$ cat config.mk
export PLATFORM = sky130hd
export DESIGN_NAME = sync_fifo_thresh
export DESIGN_NICKNAME = d
export VERILOG_FILES = /design/src/rtl/fifo_pkg.sv /design/src/rtl/fifo_mem.sv /design/src/rtl/sync_fifo_thresh.sv
export SDC_FILE = /design/constraint.sdc
export NUM_CORES = 1
export LEC_CHECK = 0
export ABC_AREA = 1
export CORE_ASPECT_RATIO = 0.6
export CORE_MARGIN = 1.5
export CORE_UTILIZATION = 58
export CTS_CLUSTER_SIZE = 40
export DETAILED_ROUTE_END_ITERATION = 7
export PLACE_DENSITY = 0.83
export SLEW_MARGIN = 20
export SYNTH_ARGS = -nofsm -noshare
export SYNTH_HDL_FRONTEND = slang
export SYNTH_SLANG_ARGS = --single-unit
$ cat constraint.sdc
create_clock -name clk -period 4.55 [get_ports clk]
set_input_delay 1.365 -clock clk [delete_from_list [all_inputs] [get_ports clk]]
set_output_delay 1.365 -clock clk [all_outputs]
set_load 0.03 [all_outputs]
$ cat src/rtl/fifo_pkg.sv
// Shared FIFO definitions: default geometry and a status bundle
// used by monitors and scoreboards that watch a sync_fifo_thresh.
package fifo_pkg;

    localparam int FIFO_DATA_WIDTH_DEF = 16;
    localparam int FIFO_DEPTH_DEF      = 8;

    typedef struct packed {
        logic full;
        logic empty;
        logic almostfull;
        logic almostempty;
        logic overflow;
        logic underflow;
        logic wr_ack;
    } fifo_status_t;

endpackage : fifo_pkg

$ cat src/rtl/fifo_mem.sv
// Simple dual-port storage for sync_fifo_thresh: synchronous write,
// registered read. Array contents are never reset; only the read
// register clears so the FIFO output starts at a known zero.
module fifo_mem
    import fifo_pkg::*;
#(
    parameter int DATA_WIDTH = FIFO_DATA_WIDTH_DEF,
    parameter int DEPTH      = FIFO_DEPTH_DEF,
    localparam int ADDR_WIDTH = $clog2(DEPTH)
) (
    input  logic                  i_clk,
    input  logic                  i_rst_n,
    input  logic                  i_we,
    input  logic [ADDR_WIDTH-1:0] i_waddr,
    input  logic [DATA_WIDTH-1:0] i_wdata,
    input  logic                  i_re,
    input  logic [ADDR_WIDTH-1:0] i_raddr,
    output logic [DATA_WIDTH-1:0] o_rdata
);

    logic [DATA_WIDTH-1:0] r_mem [DEPTH];
    logic [DATA_WIDTH-1:0] r_rdata;

    // Store write data; the array itself carries no reset.
    always_ff @(posedge i_clk) begin
        if (i_we) begin
            r_mem[i_waddr] <= i_wdata;
        end
    end

    // Registered read port; holds its value when no read is accepted.
    always_ff @(posedge i_clk) begin
        if (!i_rst_n) begin
            r_rdata <= '0;
        end else if (i_re) begin
            r_rdata <= r_mem[i_raddr];
        end
    end

    assign o_rdata = r_rdata;

endmodule : fifo_mem

$ cat src/rtl/sync_fifo_thresh.sv
// Parametrised single-clock FIFO with runtime-programmable almost-full /
// almost-empty thresholds and a live fill level.
// Optional high-watermark register enabled by defining FIFO_PEAK_LEVEL_EN;
// without it peak_level reads 0 and peak_clr is ignored.
module sync_fifo_thresh
    import fifo_pkg::*;
#(
    parameter int DATA_WIDTH = FIFO_DATA_WIDTH_DEF,
    parameter int DEPTH      = FIFO_DEPTH_DEF,
    localparam int ADDR_WIDTH = $clog2(DEPTH)
) (
    input  logic                  clk,
    input  logic                  rst_n,
    input  logic                  wr_en,
    input  logic                  rd_en,
    input  logic [DATA_WIDTH-1:0] data_in,
    input  logic [ADDR_WIDTH:0]   af_thresh,
    input  logic [ADDR_WIDTH:0]   ae_thresh,
    output logic [DATA_WIDTH-1:0] data_out,
    output logic                  wr_ack,
    output logic                  overflow,
    output logic                  underflow,
    output logic                  full,
    output logic                  empty,
    output logic                  almostfull,
    output logic                  almostempty,
    output logic [ADDR_WIDTH:0]   level,
    output logic [ADDR_WIDTH:0]   peak_level,
    input  logic                  peak_clr
);

    localparam logic [ADDR_WIDTH:0]   LVL_MAX = (ADDR_WIDTH+1)'(DEPTH);
    localparam logic [ADDR_WIDTH:0]   LVL_ONE = (ADDR_WIDTH+1)'(1);
    localparam logic [ADDR_WIDTH-1:0] PTR_ONE = ADDR_WIDTH'(1);

    logic [ADDR_WIDTH-1:0] r_wr_ptr;
    logic [ADDR_WIDTH-1:0] r_rd_ptr;
    logic [ADDR_WIDTH:0]   r_count;
    logic                  r_wr_ack;
    logic                  r_overflow;
    logic                  r_underflow;

    logic w_full;
    logic w_empty;
    logic w_wr_acc;
    logic w_rd_acc;
    logic w_mem_we;
    logic w_mem_re;

    assign w_full   = (r_count == LVL_MAX);
    assign w_empty  = (r_count == '0);
    // Acceptance uses pre-edge state: a read at full and a write at empty
    // both succeed, but an empty FIFO never reads through a same-cycle write.
    assign w_wr_acc = wr_en && !w_full;
    assign w_rd_acc = rd_en && !w_empty;
    // Requests are ignored while reset is asserted.
    assign w_mem_we = rst_n && w_wr_acc;
    assign w_mem_re = rst_n && w_rd_acc;

    fifo_mem #(
        .DATA_WIDTH (DATA_WIDTH),
        .DEPTH      (DEPTH)
    ) u_mem (
        .i_clk   (clk),
        .i_rst_n (rst_n),
        .i_we    (w_mem_we),
        .i_waddr (r_wr_ptr),
        .i_wdata (data_in),
        .i_re    (w_mem_re),
        .i_raddr (r_rd_ptr),
        .o_rdata (data_out)
    );

    // Pointers, occupancy count and the one-cycle handshake/error pulses.
    always_ff @(posedge clk) begin
        if (!rst_n) begin
            r_wr_ptr    <= '0;
            r_rd_ptr    <= '0;
            r_count     <= '0;
            r_wr_ack    <= 1'b0;
            r_overflow  <= 1'b0;
            r_underflow <= 1'b0;
        end else begin
            if (w_wr_acc) begin
                r_wr_ptr <= r_wr_ptr + PTR_ONE;
            end
            if (w_rd_acc) begin
                r_rd_ptr <= r_rd_ptr + PTR_ONE;
            end
            if (w_wr_acc && !w_rd_acc) begin
                r_count <= r_count + LVL_ONE;
            end else if (!w_wr_acc && w_rd_acc) begin
                r_count <= r_count - LVL_ONE;
            end
            r_wr_ack    <= w_wr_acc;
            r_overflow  <= wr_en && w_full;
            r_underflow <= rd_en && w_empty;
        end
    end

    assign wr_ack      = r_wr_ack;
    assign overflow    = r_overflow;
    assign underflow   = r_underflow;
    assign full        = w_full;
    assign empty       = w_empty;
    assign level       = r_count;
    // A zero almost-full threshold disables the flag; thresholds above
    // DEPTH can never be reached below full, so they disable it too.
    assign almostfull  = (af_thresh != '0) && (r_count >= af_thresh) && !w_full;
    assign almostempty = !w_empty && (r_count <= ae_thresh);

`ifdef FIFO_PEAK_LEVEL_EN
    logic [ADDR_WIDTH:0] r_peak;

    // High-watermark of the registered count; a clear reloads the current level.
    always_ff @(posedge clk) begin
        if (!rst_n) begin
            r_peak <= '0;
        end else if (peak_clr) begin
            r_peak <= r_count;
        end else if (r_count > r_peak) begin
            r_peak <= r_count;
        end
    end

    assign peak_level = r_peak;
`else
    logic w_unused_peak_clr;

    assign w_unused_peak_clr = peak_clr;
    assign peak_level        = '0;
`endif

endmodule : sync_fifo_thresh

==> results.json <==
{
  "finish.utilization_pct": 71.5,
  "ys_seq_area_share_pct": 63.2,
  "drtPass1Iterations": 5,
  "placementRows": 30,
  "pre_cts_ws_ns": 0.410,
  "fin_crit_ns": 4.14,
  "worstPathMaxFanout": 2,
  "drc": 0,
  "tns_ns": 0,
  "antenna_cells": 0,
  "whs_ns": 0.470,
  "dp_hpwl_um": 9360,
  "cts_root_buf": "clkbuf_16",
  "worst_pin_slew_ns": 0.920,
  "areaGrowthSynthToFinish_pct": 17.7,
  "vias": 4880,
  "min_from": "u_mem.o_rdata[7]",
  "grt_max_degree": 67,
  "setup_viol_count_final": 0,
  "cp-start-kind": "input pin",
  "synth.distinct_cells": 35,
  "pwr_density_cell_nw_per_um2": 527,
  "nets": 793,
  "max-slew-margin-rel_pct": 38.7,
  "status": "finished, final reports clean",
  "grt_first_pass_wirelength_um": 23300,
  "drt-total-wl_um": 15100,
  "rr_endpoint": "level[3]",
  "fin_crit_sh_pct": 91.0,
  "hold_buffers": 0,
  "cts_made_buffers": 17,
  "grtUsageTotal_pct": 25.6,
  "r2r_slack_ns": 2.10,
  "clockBufferDepth": 2,
  "stdcell_count": 923,
  "syn_area_sq_um": 7010,
  "core_area_sq_um": 11500,
  "cts_tree": "done",
  "timing.rr.start": "level[1]",
  "io_pins": 60,
  "final-hold-violation-count": 0,
  "drive_gt1_share_pct": 11.9,
  "place_congestion": 0.759,
  "post_drt_wl_per_cell_um": 16.3,
  "crit_type": "input pin to output pin",
  "final_area_sq_um": 8240,
  "antenna_found_initial": 0,
  "ys_seq_elements": 157,
  "dpl_cell_area_sq_um": 7670,
  "clkSlewWorstSetupHoldPaths_ns": 0.06,
  "start_util_pct": 60.8,
  "cp.required_ns": 3.18,
  "final_common_cell": "nand2_1",
  "postCtsSetupBuffers": 0,
  "clock_latency_ns": 0.42,
  "place_inst": 891,
  "min_path_type": "flip-flop to flip-flop",
  "grt_setup_unrepaired": "false",
  "finClkSkew_ns": 0.00834,
  "grt_pass1_vias": 4620,
  "drv_cap": 0,
  "ctsResizeCount": 0,
  "die_x_um": 145,
  "viasPerCell": 5.29,
  "antenna_left": 0,
  "synthCells": 692,
  "min_to": "u_mem.o_rdata[7]",
  "max_clock_freq_mhz": 241,
  "p_leak_nw": 3.46,
  "layout_setup_ws_ns": 0.408,
  "h-tree-depth": 4,
  "finalPower_mw": 4.34,
  "synth.avg_cell_area_sq_um": 10.1,
  "vdd_drop_max_uv": 286,
  "hold_path_depth": 2,
  "slew_viol_final": 0,
  "rr_worst_depth": 13,
  "numClockSinks": 157,
  "port-buffer-count": 54,
  "ys_warn_count": 0,
  "die_h_um": 88.1,
  "die-area_sq_um": 12800,
  "end_kind": "output pin",
  "first_iter_violations": 390,
  "crit_arrival_ns": 2.78,
  "final_cell_mix": "185 x nand2_1, 128 x edfxtp_1, 118 x inv_1",
  "grt.overflow.total": 0
}
## critical path: stages
cell and delay (ns):
clkdlybuf4s50_1 0.45, inv_1 0.05, ha_1 0.30, inv_1 0.06, nor2_1 0.03, o211ai_1 0.15, nand3_1 0.09, nand3_1 0.08
inv_1 0.04, buf_4 0.16
## Yosys cell counts
master	number	area, sq um
nand3_1	92	460
buf_4	6	45.0
edfxtp_1	128	3840
a21oi_2	10	87.6
a21oi_1	17	85.1
fa_1	1	20.0
buf_12	1	20.0
nor2_8	1	20.0
nand3_2	11	110
nand4_1	2	12.5
buf_2	21	105
nor3b_1	1	7.51
inv_1	118	443
nand2_1	185	694
o21ai_0	9	45.0
nor2_2	1	6.26
clkbuf_1	3	11.3
or2_2	1	6.26
conb_1	1	3.75
xor2_1	1	8.76
o21ai_1	1	5.00
inv_6	1	8.76
and3_1	1	6.26
inv_2	4	15.0
nor3_1	1	5.00
buf_1	1	3.75
ha_1	13	163
nand3_4	1	17.5
dfxtp_1	29	581
nand2_2	11	68.8
inv_4	1	6.26
nor2_4	1	11.3
buf_8	1	15.0
o211ai_1	1	7.51
nor2_1	15	56.3
## how the worst max path moves through the flow
stage | cells after the start | from | endpoint
after floorplan | 5 | ae_thresh[3] | almostempty
after global placement | 10 | af_thresh[1] | almostfull
after detailed placement | 10 | af_thresh[1] | almostfull
after CTS | 10 | af_thresh[1] | almostfull
after global routing | 10 | af_thresh[1] | almostfull
final | 10 | af_thresh[1] | almostfull
## routing by layer
metal | track usage [%] | share of wire, %
met1 | 34.4 | 42
met2 | 41.2 | 48
met3 | 5.85 | 9.2
met4 | 9.83 | 1.6
met5 | 0 | 0
## cell families (layout without fill, tap and decap cells)
family          count (synthesis)  in the layout  synth area share (%)
compound gates                 38             38                  3.29
flops                         157            157                  63.2
other cells                     1              4                0.0535
buf+inv                       157            225                  9.61
xor+xnor                        1              1                 0.125
simple gates                  324            324                  21.2
fa+ha+maj                      14             14                  2.61
## sequential cells by signal, indices dropped and copies added (netlist names)
register       count
r_wr_ptr           3
u_mem.o_rdata     16
wr_ack             1
level              4
overflow           1
r_rd_ptr           3
underflow          1
u_mem.r_mem      128
## power by group
part | switching [mW] | internal (mW) | leakage (nW)
sequential | 0.0687 | 1.64 | 1.39
combinational | 0.840 | 0.427 | 1.79
clock | 0.554 | 0.810 | 0.278
total | 1.46 | 2.88 | 3.46
## layout make-up
class / instances / area, sq um
multi-input combinational: 381 / 1920
inverter: 124 / 474
clock inverter: 13 / 143
clock buffer: 19 / 433
tap: 160 / 200
fill: 793 / 3280
sequential: 157 / 4430
timing repair buffer: 69 / 648
Note: power is estimated with default switching activity, not from simulation.
